--- config.mk ---
export PLATFORM = sky130hd
export DESIGN_NAME = fc_class_scheduler
export DESIGN_NICKNAME = d
export VERILOG_FILES = /design/src/rtl/fc_pkg.sv /design/src/rtl/fc_argmax_acc.sv /design/src/rtl/fc_class_scheduler.sv
export SDC_FILE = /design/constraint.sdc
export NUM_CORES = 1
export LEC_CHECK = 0
export ABC_AREA = 1
export CAP_MARGIN = 20
export CORE_ASPECT_RATIO = 1.25
export CORE_MARGIN = 2
export CORE_UTILIZATION = 35
export CTS_CLUSTER_DIAMETER = 40
export DETAILED_ROUTE_END_ITERATION = 8
export GPL_TIMING_DRIVEN = 0
export HOLD_SLACK_MARGIN = 0.03
export PLACE_DENSITY = 0.57
export SLEW_MARGIN = 20
export SYNTH_ARGS = -nofsm -noshare
export SYNTH_HDL_FRONTEND = slang
export SYNTH_HIERARCHICAL = 1
export SYNTH_SLANG_ARGS = --single-unit
--- constraint.sdc ---
create_clock -name clk -period 6.5 [get_ports clk]
set_clock_uncertainty 0.05 [all_clocks]
set_input_delay 1.3 -clock clk [delete_from_list [all_inputs] [get_ports clk]]
set_output_delay 1.3 -clock clk [all_outputs]
set_load 0.03 [all_outputs]
--- src/rtl/fc_pkg.sv ---
`default_nettype none
// ============================================================================
// Module  : fc_pkg
// Purpose : Shared defaults, data types and FSM state encoding for the
//           fully-connected classifier scheduler.
// Contents: VEC_W / RESULT_W / NUM_CLASSES defaults, score_t, vec_t,
//           fc_sched_state_e.
// Config  : none (FC_ALL_SCORES_EN is handled in fc_class_scheduler)
// Revision: 1.0 - initial release
// ============================================================================
package fc_pkg;

   localparam int VEC_W       = 64;
   localparam int RESULT_W    = 8;
   localparam int NUM_CLASSES = 4;

   typedef logic signed [RESULT_W-1:0] score_t;
   typedef logic [VEC_W-1:0]           vec_t;

   typedef enum logic [1:0] {
      ST_IDLE  = 2'd0,
      ST_ISSUE = 2'd1,
      ST_DRAIN = 2'd2,
      ST_DONE  = 2'd3
   } fc_sched_state_e;

endpackage : fc_pkg
`default_nettype wire

--- src/rtl/fc_argmax_acc.sv ---
`default_nettype none
// ============================================================================
// Module  : fc_argmax_acc
// Purpose : Running signed maximum over a stream of (index, score) captures.
//           The first capture after a clear always loads; later captures
//           replace the held value only when strictly greater, so ties keep
//           the earliest (lowest) index.
// Ports   : clk, rst       - clock, synchronous active-high reset
//           clear          - start a new search (drops the held maximum)
//           cap            - capture strobe for cap_idx / cap_score
//           max_idx        - index of the current maximum
//           max_score      - current maximum score (signed)
// Revision: 1.0 - initial release
// ============================================================================
module fc_argmax_acc #(
   parameter int RESULT_W = 8,
   parameter int IDX_W    = 2
) (
   input  logic                       clk,
   input  logic                       rst,
   input  logic                       clear,
   input  logic                       cap,
   input  logic [IDX_W-1:0]           cap_idx,
   input  logic signed [RESULT_W-1:0] cap_score,
   output logic [IDX_W-1:0]           max_idx,
   output logic signed [RESULT_W-1:0] max_score
);
   import fc_pkg::*;

   logic have_max;

   always_ff @(posedge clk) begin
      if (rst || clear) begin
         have_max  <= 1'b0;
         max_idx   <= '0;
         max_score <= '0;
      end else if (cap && (!have_max || (cap_score > max_score))) begin
         have_max  <= 1'b1;
         max_idx   <= cap_idx;
         max_score <= cap_score;
      end
   end

endmodule : fc_argmax_acc
`default_nettype wire

--- src/rtl/fc_class_scheduler.sv ---
`default_nettype none
// ============================================================================
// Module  : fc_class_scheduler
// Purpose : Latches one pooled feature vector, drives it onto the shared FC
//           neuron, steps the neuron through every class weight set in the
//           local weight store, tracks the signed argmax of the returned
//           scores and presents class/score over a valid/ready handshake.
// Ports   : clk, rst                     - clock, sync active-high reset
//           in_valid/in_ready/in_pixels  - pooled vector input handshake
//           wgt_wr_en/addr/data          - weight store write port (IDLE only)
//           neuron_pixels/neuron_weight  - drive the FC neuron inputs
//           neuron_result                - neuron score, NEURON_LAT later
//           out_valid/out_ready          - classification handshake
//           out_class/out_score          - winning class and its score
//           out_scores                   - every class score (optional)
// Config  : `define FC_ALL_SCORES_EN adds the out_scores port.
// Revision: 1.0 - initial release
// ============================================================================
module fc_class_scheduler #(
   parameter  int NUM_CLASSES = fc_pkg::NUM_CLASSES,
   parameter  int VEC_W       = fc_pkg::VEC_W,
   parameter  int RESULT_W    = fc_pkg::RESULT_W,
   parameter  int NEURON_LAT  = 1,
   localparam int IDX_W       = $clog2(NUM_CLASSES)
) (
   input  logic                       clk,
   input  logic                       rst,
   input  logic                       in_valid,
   output logic                       in_ready,
   input  logic [VEC_W-1:0]           in_pixels,
   input  logic                       wgt_wr_en,
   input  logic [IDX_W-1:0]           wgt_wr_addr,
   input  logic [VEC_W-1:0]           wgt_wr_data,
   output logic [VEC_W-1:0]           neuron_pixels,
   output logic [VEC_W-1:0]           neuron_weight,
   input  logic [RESULT_W-1:0]        neuron_result,
`ifdef FC_ALL_SCORES_EN
   output logic [NUM_CLASSES-1:0][RESULT_W-1:0] out_scores,
`endif
   output logic                       out_valid,
   input  logic                       out_ready,
   output logic [IDX_W-1:0]           out_class,
   output logic signed [RESULT_W-1:0] out_score
);
   import fc_pkg::*;

   fc_sched_state_e  state, state_n;
   logic [VEC_W-1:0] pix_q;
   logic [VEC_W-1:0] wmem [NUM_CLASSES];
   logic [IDX_W-1:0] iss_cnt;
   logic [IDX_W-1:0] cap_cnt;
   logic             issuing;
   logic             accept;
   logic             cap_vld;
   logic             last_issue;
   logic             last_cap;
   logic             addr_ok;

   assign issuing    = (state == ST_ISSUE);
   assign accept     = (state == ST_IDLE) && in_valid;
   assign last_issue = issuing && (iss_cnt == IDX_W'(NUM_CLASSES - 1));
   assign last_cap   = cap_vld && (cap_cnt == IDX_W'(NUM_CLASSES - 1));

   // ------------------------------------------------------------------
   // Controller
   // ------------------------------------------------------------------
   always_ff @(posedge clk) begin
      if (rst) state <= ST_IDLE;
      else     state <= state_n;
   end

   always_comb begin
      state_n   = state;
      in_ready  = 1'b0;
      out_valid = 1'b0;
      unique case (state)
         ST_IDLE: begin
            in_ready = 1'b1;
            if (in_valid) state_n = ST_ISSUE;
         end
         ST_ISSUE: begin
            // A zero-latency neuron has already delivered its last score
            // in the final issue cycle, so there is nothing to drain.
            if (last_issue) state_n = (NEURON_LAT == 0) ? ST_DONE : ST_DRAIN;
         end
         ST_DRAIN: begin
            if (last_cap) state_n = ST_DONE;
         end
         ST_DONE: begin
            out_valid = 1'b1;
            if (out_ready) state_n = ST_IDLE;
         end
         default: state_n = ST_IDLE;
      endcase
   end

   // ------------------------------------------------------------------
   // Weight store: writable only while idle so a run never scores
   // against a partially updated weight set.
   // ------------------------------------------------------------------
   generate
      if (NUM_CLASSES == (1 << IDX_W)) begin : g_addr_full
         assign addr_ok = 1'b1;
      end else begin : g_addr_part
         assign addr_ok = (wgt_wr_addr < IDX_W'(NUM_CLASSES));
      end
   endgenerate

   always_ff @(posedge clk) begin
      if (rst) begin
         for (int k = 0; k < NUM_CLASSES; k++) wmem[k] <= '0;
      end else if ((state == ST_IDLE) && wgt_wr_en && addr_ok) begin
         wmem[wgt_wr_addr] <= wgt_wr_data;
      end
   end

   // ------------------------------------------------------------------
   // Vector latch and issue / capture counters
   // ------------------------------------------------------------------
   always_ff @(posedge clk) begin
      if (rst) begin
         pix_q   <= '0;
         iss_cnt <= '0;
         cap_cnt <= '0;
      end else if (accept) begin
         pix_q   <= in_pixels;
         iss_cnt <= '0;
         cap_cnt <= '0;
      end else begin
         if (issuing) iss_cnt <= iss_cnt + 1'b1;
         if (cap_vld) cap_cnt <= cap_cnt + 1'b1;
      end
   end

   // Capture strobe: the issue-valid bit delayed by the neuron latency
   // marks the cycle in which that class's score is on neuron_result.
   generate
      if (NEURON_LAT == 0) begin : g_lat_zero
         assign cap_vld = issuing;
      end else begin : g_lat_pipe
         logic [NEURON_LAT-1:0] iss_pipe;
         always_ff @(posedge clk) begin
            if (rst) iss_pipe <= '0;
            else     iss_pipe <= (iss_pipe << 1) | NEURON_LAT'(issuing);
         end
         assign cap_vld = iss_pipe[NEURON_LAT-1];
      end
   endgenerate

   // ------------------------------------------------------------------
   // Argmax and outputs
   // ------------------------------------------------------------------
   fc_argmax_acc #(
      .RESULT_W (RESULT_W),
      .IDX_W    (IDX_W)
   ) u_argmax (
      .clk       (clk),
      .rst       (rst),
      .clear     (accept),
      .cap       (cap_vld),
      .cap_idx   (cap_cnt),
      .cap_score (neuron_result),
      .max_idx   (out_class),
      .max_score (out_score)
   );

`ifdef FC_ALL_SCORES_EN
   always_ff @(posedge clk) begin
      if (rst)          out_scores          <= '0;
      else if (cap_vld) out_scores[cap_cnt] <= neuron_result;
   end
`endif

   assign neuron_pixels = pix_q;
   assign neuron_weight = issuing ? wmem[iss_cnt] : wmem[0];

endmodule : fc_class_scheduler
`default_nettype wire

**Yosys cells after proc, flatten, opt, wreduce, memory -nomap -nowiden**

Memory sizes are Yosys's and may differ from the RTL's. A register that Yosys moved wholly into a read port is not among the register bits.
Index checks and enable logic that the tools add are counted.

- Memory bits (writable): 256
- Output and inout port bits: 140
- Input port bits: 143
- Register bits after elaboration: 82
- Memories: 1

- Reduce and logical (&&, ||, !) cells: 12
- Equality and inequality tests: 9
- Magnitude comparators: 1
- Multiplexer cells: 18
- Add/subtract/negate cells: 2

Memories:

| name | depth | width | rd ports | clocked after memory_dff | write ports | RTL line | text |
|---|---|---|---|---|---|---|---|
| wmem | 4 | 64 | 2 | 1 | 4 | fc_class_scheduler.sv:49 | `logic [VEC_W-1:0] wmem [NUM_CLASSES];` |

Operators by type and width:

| operator | count |
|---|---|
| $mux W64 | 2 |
| $reduce_or A64 Y1 | 1 |
| $mux W2 | 7 |
| $eq A2 B2 Y1 const B | 4 |
| $gt A8 B8 Y1 | 1 |
| $mux W1 | 8 |
| $pmux W2 S4 | 1 |
| $ne A2 B2 Y1 const B | 3 |
| $logic_and A1 B1 Y1 | 5 |
| $add A2 B1 Y2 const B | 2 |
| $reduce_and A4 Y1 | 1 |
| $eq A2 B1 Y1 const B | 1 |
| $logic_not A2 Y1 | 1 |
| $logic_or A1 B1 Y1 | 2 |
| $ne A2 B1 Y1 const B | 1 |
| $reduce_or A2 Y1 | 1 |
| $logic_not A1 Y1 | 1 |

**Longest topological paths before layout**

Gate-level depths: netlist of the first run.

- Depth in word-level cells: 7
- Mapped depth: 16

**Modules after synthesis**

Netlist of the first run, hierarchy kept.

Modules (own cells, without submodules):

| module | area an instance (um^2) | sequential area each (um^2) | cells an instance | instances |
|---|---|---|---|---|
| fc_class_scheduler | 13894.6 | 9148.8 | 1440 | 1 |
| fc_argmax_acc | 734.5 | 220.2 | 114 | 1 |

**Least setup slack after synthesis of the first run**

No wires, ideal clock.

- Kind: in2reg
- From: input rst
- To: memory wmem[3][0] (enable)
- Arrival: 5844 ps
- Required time: 5885 ps
- Setup slack: 41 ps
- Stages on the path: 4
- Path through: inv_2 -> nand3_2 -> nor2_2 -> nor3_1

RTL lines:

| item | RTL line | text |
|---|---|---|
| start: declaration | fc_class_scheduler.sv:27 | `input logic rst,` |
| end: declaration | fc_class_scheduler.sv:49 |  |

**Worst setup path in the final report of the first run**

- From: register state[1]
- To: output neuron_weight[3]

- Longest elaborated chain between the ends: 2

RTL lines:

| item | RTL line | text |
|---|---|---|
| start: declaration | fc_class_scheduler.sv:47 | `fc_sched_state_e state, state_n;` |
| start signal: assignment | fc_class_scheduler.sv:69 | `else state <= state_n;` |
| $eq A2 B1 Y1 | fc_class_scheduler.sv:59 | `assign issuing = (state == ST_ISSUE);` |
| named net issuing | fc_class_scheduler.sv:52 | `logic issuing;` |
| $mux W64 | fc_class_scheduler.sv:175 | `assign neuron_weight = issuing ? wmem[iss_cnt] : wmem[0];` |
| end: declaration | fc_class_scheduler.sv:35 | `output logic [VEC_W-1:0] neuron_weight,` |

The timed path passes the listed nets, and every way through them passes these cells.

==> results of run 1 <==
==> tightest hold or removal path: cells and delay by family, from the launching register on <==
family / cells / cell delay [ns]
DFF: 1 / 0.32
and+or+nand+nor: 1 / 0.08
AOI/OAI and AO/OA: 1 / 0.04
==> sequential cells by signal, summed over array words and instances, names as in the netlist, named ones only <==
name,count
cap_cnt,2
state,2
neuron_pixels,64
cap_vld,1
wmem,256
iss_cnt,2
u_argmax/have_max,1
u_argmax/max_idx,2
u_argmax/max_score,8
==> cells in the final DEF, fill, tap and decap left out, types with 2 or more instances in the layout <==
| master | count |
|---|---|
| a21oi_1 | 15 |
| buf_1 | 2 |
| buf_12 | 3 |
| buf_2 | 31 |
| buf_4 | 12 |
| buf_6 | 28 |
| bufinv_16 | 8 |
| clkbuf_1 | 33 |
| clkbuf_16 | 47 |
| clkdlybuf4s50_1 | 282 |
| clkinv_1 | 4 |
| clkinv_2 | 5 |
| clkinv_4 | 4 |
| clkinvlp_4 | 3 |
| dfxtp_1 | 84 |
| edfxtp_1 | 256 |
| ha_1 | 14 |
| inv_1 | 98 |
| inv_2 | 2 |
| inv_6 | 5 |
| nand2_1 | 300 |
| nand2_4 | 3 |
| nand3_1 | 12 |
| nor2_1 | 472 |
| nor2_2 | 2 |
| o21ai_0 | 128 |
| o21ai_1 | 63 |
| xnor2_1 | 2 |
==> power by group through the flow <==
stage	logic (mW)	registers, mW	clock network, mW
after floorplan	0.785	3.10	0
after global placement	1.75	2.89	0
after detailed placement	1.79	2.87	0
after CTS	1.80	2.83	2.65
after global routing	1.94	2.86	2.74
final	1.77	2.83	2.60
==> cells by family (layout without fill, tap and decap cells) <==
logic type / Yosys count / count (layout) / synth area share
buf+inv: 195 / 569 / 0.0668
fa+ha+maj: 14 / 14 / 0.0120
flops: 340 / 340 / 0.640
other cells: 0 / 1 / 0
simple gates: 794 / 794 / 0.207
xor+xnor: 2 / 2 / 0.00120
compound gates: 209 / 209 / 0.0725
==> metrics by stage <==
| stage | area [um2] | utilization |
|---|---|---|
| after global placement | 18100 | 0.441 |
| after floorplan | 14600 | - |
| after CTS | 19900 | 0.484 |
| after global routing | 19900 | 0.484 |
| final | 19900 | 0.484 |
| after detailed placement | 18300 | 0.445 |
==> routing by layer <==
layer,track usage,vias to the layer above,wire length (um)
met5,0,-,12
met4,0.0642,2,1120
met3,0.0597,69,3130
met2,0.348,348,21100
met1,0.206,5376,16200
li1,-,5700,-
==> area by class of cell <==
type	instances	area, um2	area share
clock buffer	50	1190	0.0598
inverter	100	375	0.0189
sequential	340	9370	0.471
antenna	1	2.50	0.000126
multi-input combinational	1019	4310	0.217
timing repair buffer	294	2970	0.149
buffer	95	602	0.0303
tap	552	691	0.0347
clock inverter	30	388	0.0195
==> path summary, 6_finish.rpt <==
check                       from             endpoint  slack (ns)  cells after the start
max reg2reg             state[0]          wmem[0][25]        3.63                      9
max                     state[1]     neuron_weight[3]        2.00                      8
min reg2reg  u_argmax/max_idx[1]  u_argmax/max_idx[1]        0.43                      2
min          u_argmax/max_idx[1]  u_argmax/max_idx[1]        0.43                      2
==> impl_metrics.yaml, run 1 <==
status:
  outcome: "finished, final reports clean"
power_and_ir_drop:
  irDropWorstVdd_v: 0.000214
  p_per_area_mw_per_mm2: 362
  power_frac_seq: 0.393
  leakage_nw: 8.17
  switchingPower_mw: 2.23
  clkPwrFrac: 0.361
  fin_total_pwr_mw: 7.20
  sw_frac_of_total: 0.309
  combPwrFrac: 0.246
  p_int_mw: 4.97
place:
  place_ws_ns: 2.32
  place_congestion: 0.819
  dp_hpwl_um: 28500
  dp_cells: 2400
  portBuffers: 282
clock_network:
  ctsLongestPathBuffers: 3
  cts-hold-fix-buffers: 0
  h-tree-depth: 2
  cts_tree: "done"
  cts_setup_buffers: 0
  cts_root_buffer: "clkbuf_16"
  clkLatencyLatePin_ns: 0.54
  clkSinkCount: 340
  clk_pin_slew_worst_paths_ns: 0.05
  cts_resized: 0
  numCtsBuffers: 44
yosys:
  ys_async_sr_fraction: 0
  synth_edf_count: 256
  synth-seq-cells: 340
  synth_cell_types: 26
  syn_nets: 1711
  avgSynthCellArea_um2: 9.41
  yosysMostFrequentCell: "nor2_1"
  yosysSeqAreaShare: 0.640
  syn_area_mm2: 0.0146
  synthFlopType: "edfxtp_1"
  synthTopCellsByCount: "nor2_1 (472), nand2_1 (303), edfxtp_1 (256)"
  syn_inst: 1554
  synthTopCellsByArea: "edfxtp_1 (53%), nor2_1 (12%), dfxtp_1 (11%)"
  yosys.area.top_type: "edfxtp_1"
  synth_top_area_frac: 0.525
  ys_warn_count: 6
final_layout:
  fin_cells: 2481
  n_fill_cell: 3937
  layout-area-overhead-vs-synth_pct: 36.0
  nets: 2051
  drive_above_1_share: 0.0830
timing:
  hold_viol_final: 0
  maxSlewHeadroom: 0.532
  fin_crit_sh: 0.692
  slew_violations: 0
  setup_viol: 0
  whs_ns: 0.431
  tightest_slew_ns: 0.702
  fmax_mhz: 222
  tns_ns: 0
  fin_ws_ns: 2.00
  rsz0062_at_grt: "no"
  fin_crit_ns: 4.50
global_routing:
  grt_util_all_layers: 0.189
  grt_max_degree: 38
  grt_overflow: 0
  grt_antenna_before_repair: 3
  grt_pass1_wl_um: 63700
  grt_pass1_vias: 11700
min_path:
  worst_hold_path_type: "register to register"
die:
  die_width_um: 187
  dieHeight_um: 233
  num_rows: 83
  initial_core_util: 0.356
  die_area_mm2: 0.0435
  io_pins: 283
  core-area_mm2: 0.0411
worst_setup_path:
  required_ns: 5.15
  crit_buf_inv: 4
  critPathSlowestCell: "clkdlybuf4s50_1"
  critPathKind: "register to output pin"
  crit_family: "buffers and inverters"
  slowest_delay_ns: 0.69
  path_cells: "inv_1, ha_1, clkbuf_1, o21ai_4, clkbuf_1, nand2_1, nand2_1, clkdlybuf4s50_1"
  worstPathArrival_ns: 3.15
  crit_path_end_kind: "output pin"
  start_kind: "register"
  critPathMaxFanout: 10
detailed_routing:
  wl_per_cell_um: 16.7
  avgViaCountPerCell: 4.63
  dr.first_iter.drc_count: 718
  final_antenna_net_count: 0
  dr.pass1.iters: 5
  drc_errors: 0
  num_vias: 11500
  wl_um: 41500
flow_run:
  cap_violations: 0
No activity file was read; power rests on OpenSTA's default activity.
==> inputs of run 2 (changes only) <==
Settings changed: PLACE_DENSITY 0.57 to 0.55.
Clock period 6.5 ns to 4.57 ns, I/O delays scaled along.
==> run 2 against run 1 <==
Net effect: clock power up 40%; register-to-register slack got worse by 1.8 ns; die area unchanged; critical endpoint is now neuron_weight[44]; highest routed layer unchanged.
==> impl_metrics.yaml, run 2 (synthesized netlist as in run 1, its figures left out) <==
status:
  outcome: "finished, final reports clean"
final_layout:
  layout-area-overhead-vs-synth_pct: 36.1
  nets: 2051
  drive_above_1_share: 0.0818
  regMostFlops: "wmem"
  largest_register_ffs: 256
  final_cell_mix: "nor2_1 (472), nand2_1 (300), clkdlybuf4s50_1 (282)"
  layout_commonest_cell: "nor2_1"
timing:
  whs_ns: 0.429
  slew_violations: 0
  hold_viol_final: 0
  setup_viol: 0
  maxSlewHeadroom: 0.432
  rsz0062_at_grt: "no"
  tns_ns: 0
  fin_crit_ns: 4.10
  fin_crit_sh: 0.897
  tightest_slew_ns: 0.852
  fmax_mhz: 244
detailed_routing:
  dr.pass1.iters: 7
  final_antenna_net_count: 0
  drc_errors: 0
  avgViaCountPerCell: 4.67
  num_vias: 11600
  dr.first_iter.drc_count: 666
  wl_um: 42200
  wl_per_cell_um: 17.0
die:
  initial_core_util: 0.356
  die_area_mm2: 0.0435
  num_rows: 83
  io_pins: 283
  core-area_mm2: 0.0411
  dieHeight_um: 233
  die_width_um: 187
clock_network:
  h-tree-depth: 2
  cts_root_buffer: "clkbuf_16"
  cts-hold-fix-buffers: 0
  clkLatencyLatePin_ns: 0.54
  cts_resized: 0
  numCtsBuffers: 47
  clkSinkCount: 340
  ctsLongestPathBuffers: 3
  clk_pin_slew_worst_paths_ns: 0.05
  cts_tree: "done"
  cts_setup_buffers: 0
min_path:
  worst_hold_path_type: "register to register"
worst_setup_path:
  start_kind: "register"
  critPathMaxFanout: 10
  required_ns: 3.61
  worstPathArrival_ns: 3.13
  crit_path_end_kind: "output pin"
  critPathKind: "register to output pin"
power_and_ir_drop:
  combPwrFrac: 0.250
  p_int_mw: 6.99
  irDropWorstVdd_v: 0.000340
  switchingPower_mw: 3.21
  leakage_nw: 8.16
  power_frac_seq: 0.394
  p_per_area_mw_per_mm2: 512
  sw_frac_of_total: 0.315
  clkPwrFrac: 0.356
place:
  dp_hpwl_um: 29000
  portBuffers: 282
  place_congestion: 0.837
flow_run:
  cap_violations: 0
global_routing:
  grt_overflow: 0
  grt_antenna_before_repair: 2
  grt_pass1_vias: 11800
  grt_pass1_wl_um: 64400
  grt_util_all_layers: 0.192
  grt_max_degree: 42
run 2: worst paths after layout:
path                            end  cells after the start  slack (ns)         startpoint
setup / recovery  neuron_weight[44]                      8        0.47           state[1]
hold / removal    neuron_pixels[35]                      2        0.43  neuron_pixels[35]
setup reg to reg        wmem[0][11]                      9        1.87           state[0]
hold reg to reg   neuron_pixels[35]                      2        0.43  neuron_pixels[35]
run 2: per-layer routing:
layer | global-route usage | vias up | wire length (um)
met4 | 0.0578 | 2 | 960
met5 | 0 | - | 13
met1 | 0.206 | 5468 | 16100
met3 | 0.0590 | 63 | 3330
met2 | 0.362 | 339 | 21800
li1 | - | 5717 | -
run 2: power groups by stage:
stage | Combinational, mW | Sequential, mW | Clock [mW]
global placement | 2.50 | 4.09 | 0
global route | 2.79 | 4.07 | 3.82
floorplan | 1.12 | 4.40 | 0
CTS | 2.59 | 4.02 | 3.70
finish | 2.54 | 4.02 | 3.63
detailed placement | 2.58 | 4.08 | 0
run 2: worst max-delay path: stages (launching register included):
cell	delay, ns
dfxtp_1	0.37
inv_1	0.07
ha_1	0.17
clkbuf_1	0.23
o21ai_4	0.29
clkbuf_1	0.54
nand2_1	0.11
nand2_1	0.12
clkdlybuf4s50_1	0.68
run 2: cell type report:
type / instances / area, um2
Tap cell: 552 / 691
Sequential cell: 340 / 9370
Multi-Input combinational cell: 1019 / 4320
Fill cell: 3932 / 21200
Buffer: 95 / 602
Antenna cell: 1 / 2.50
Timing Repair Buffer: 291 / 2990
Clock buffer: 53 / 1240
Inverter: 100 / 375
Clock inverter: 33 / 330
run 2: stage by stage:
stage	util	power, mW	instances	area, um2	setup WS [ns]
after floorplan	-	5.52	1554	14600	0.433
after global placement	0.441	6.59	2388	18100	-2.44
after detailed placement	0.446	6.65	2397	18300	0.891
after CTS	0.484	10.3	2483	19900	0.372
after global routing	0.484	10.7	2483	19900	0.229
final	0.484	10.2	2484	19900	0.473
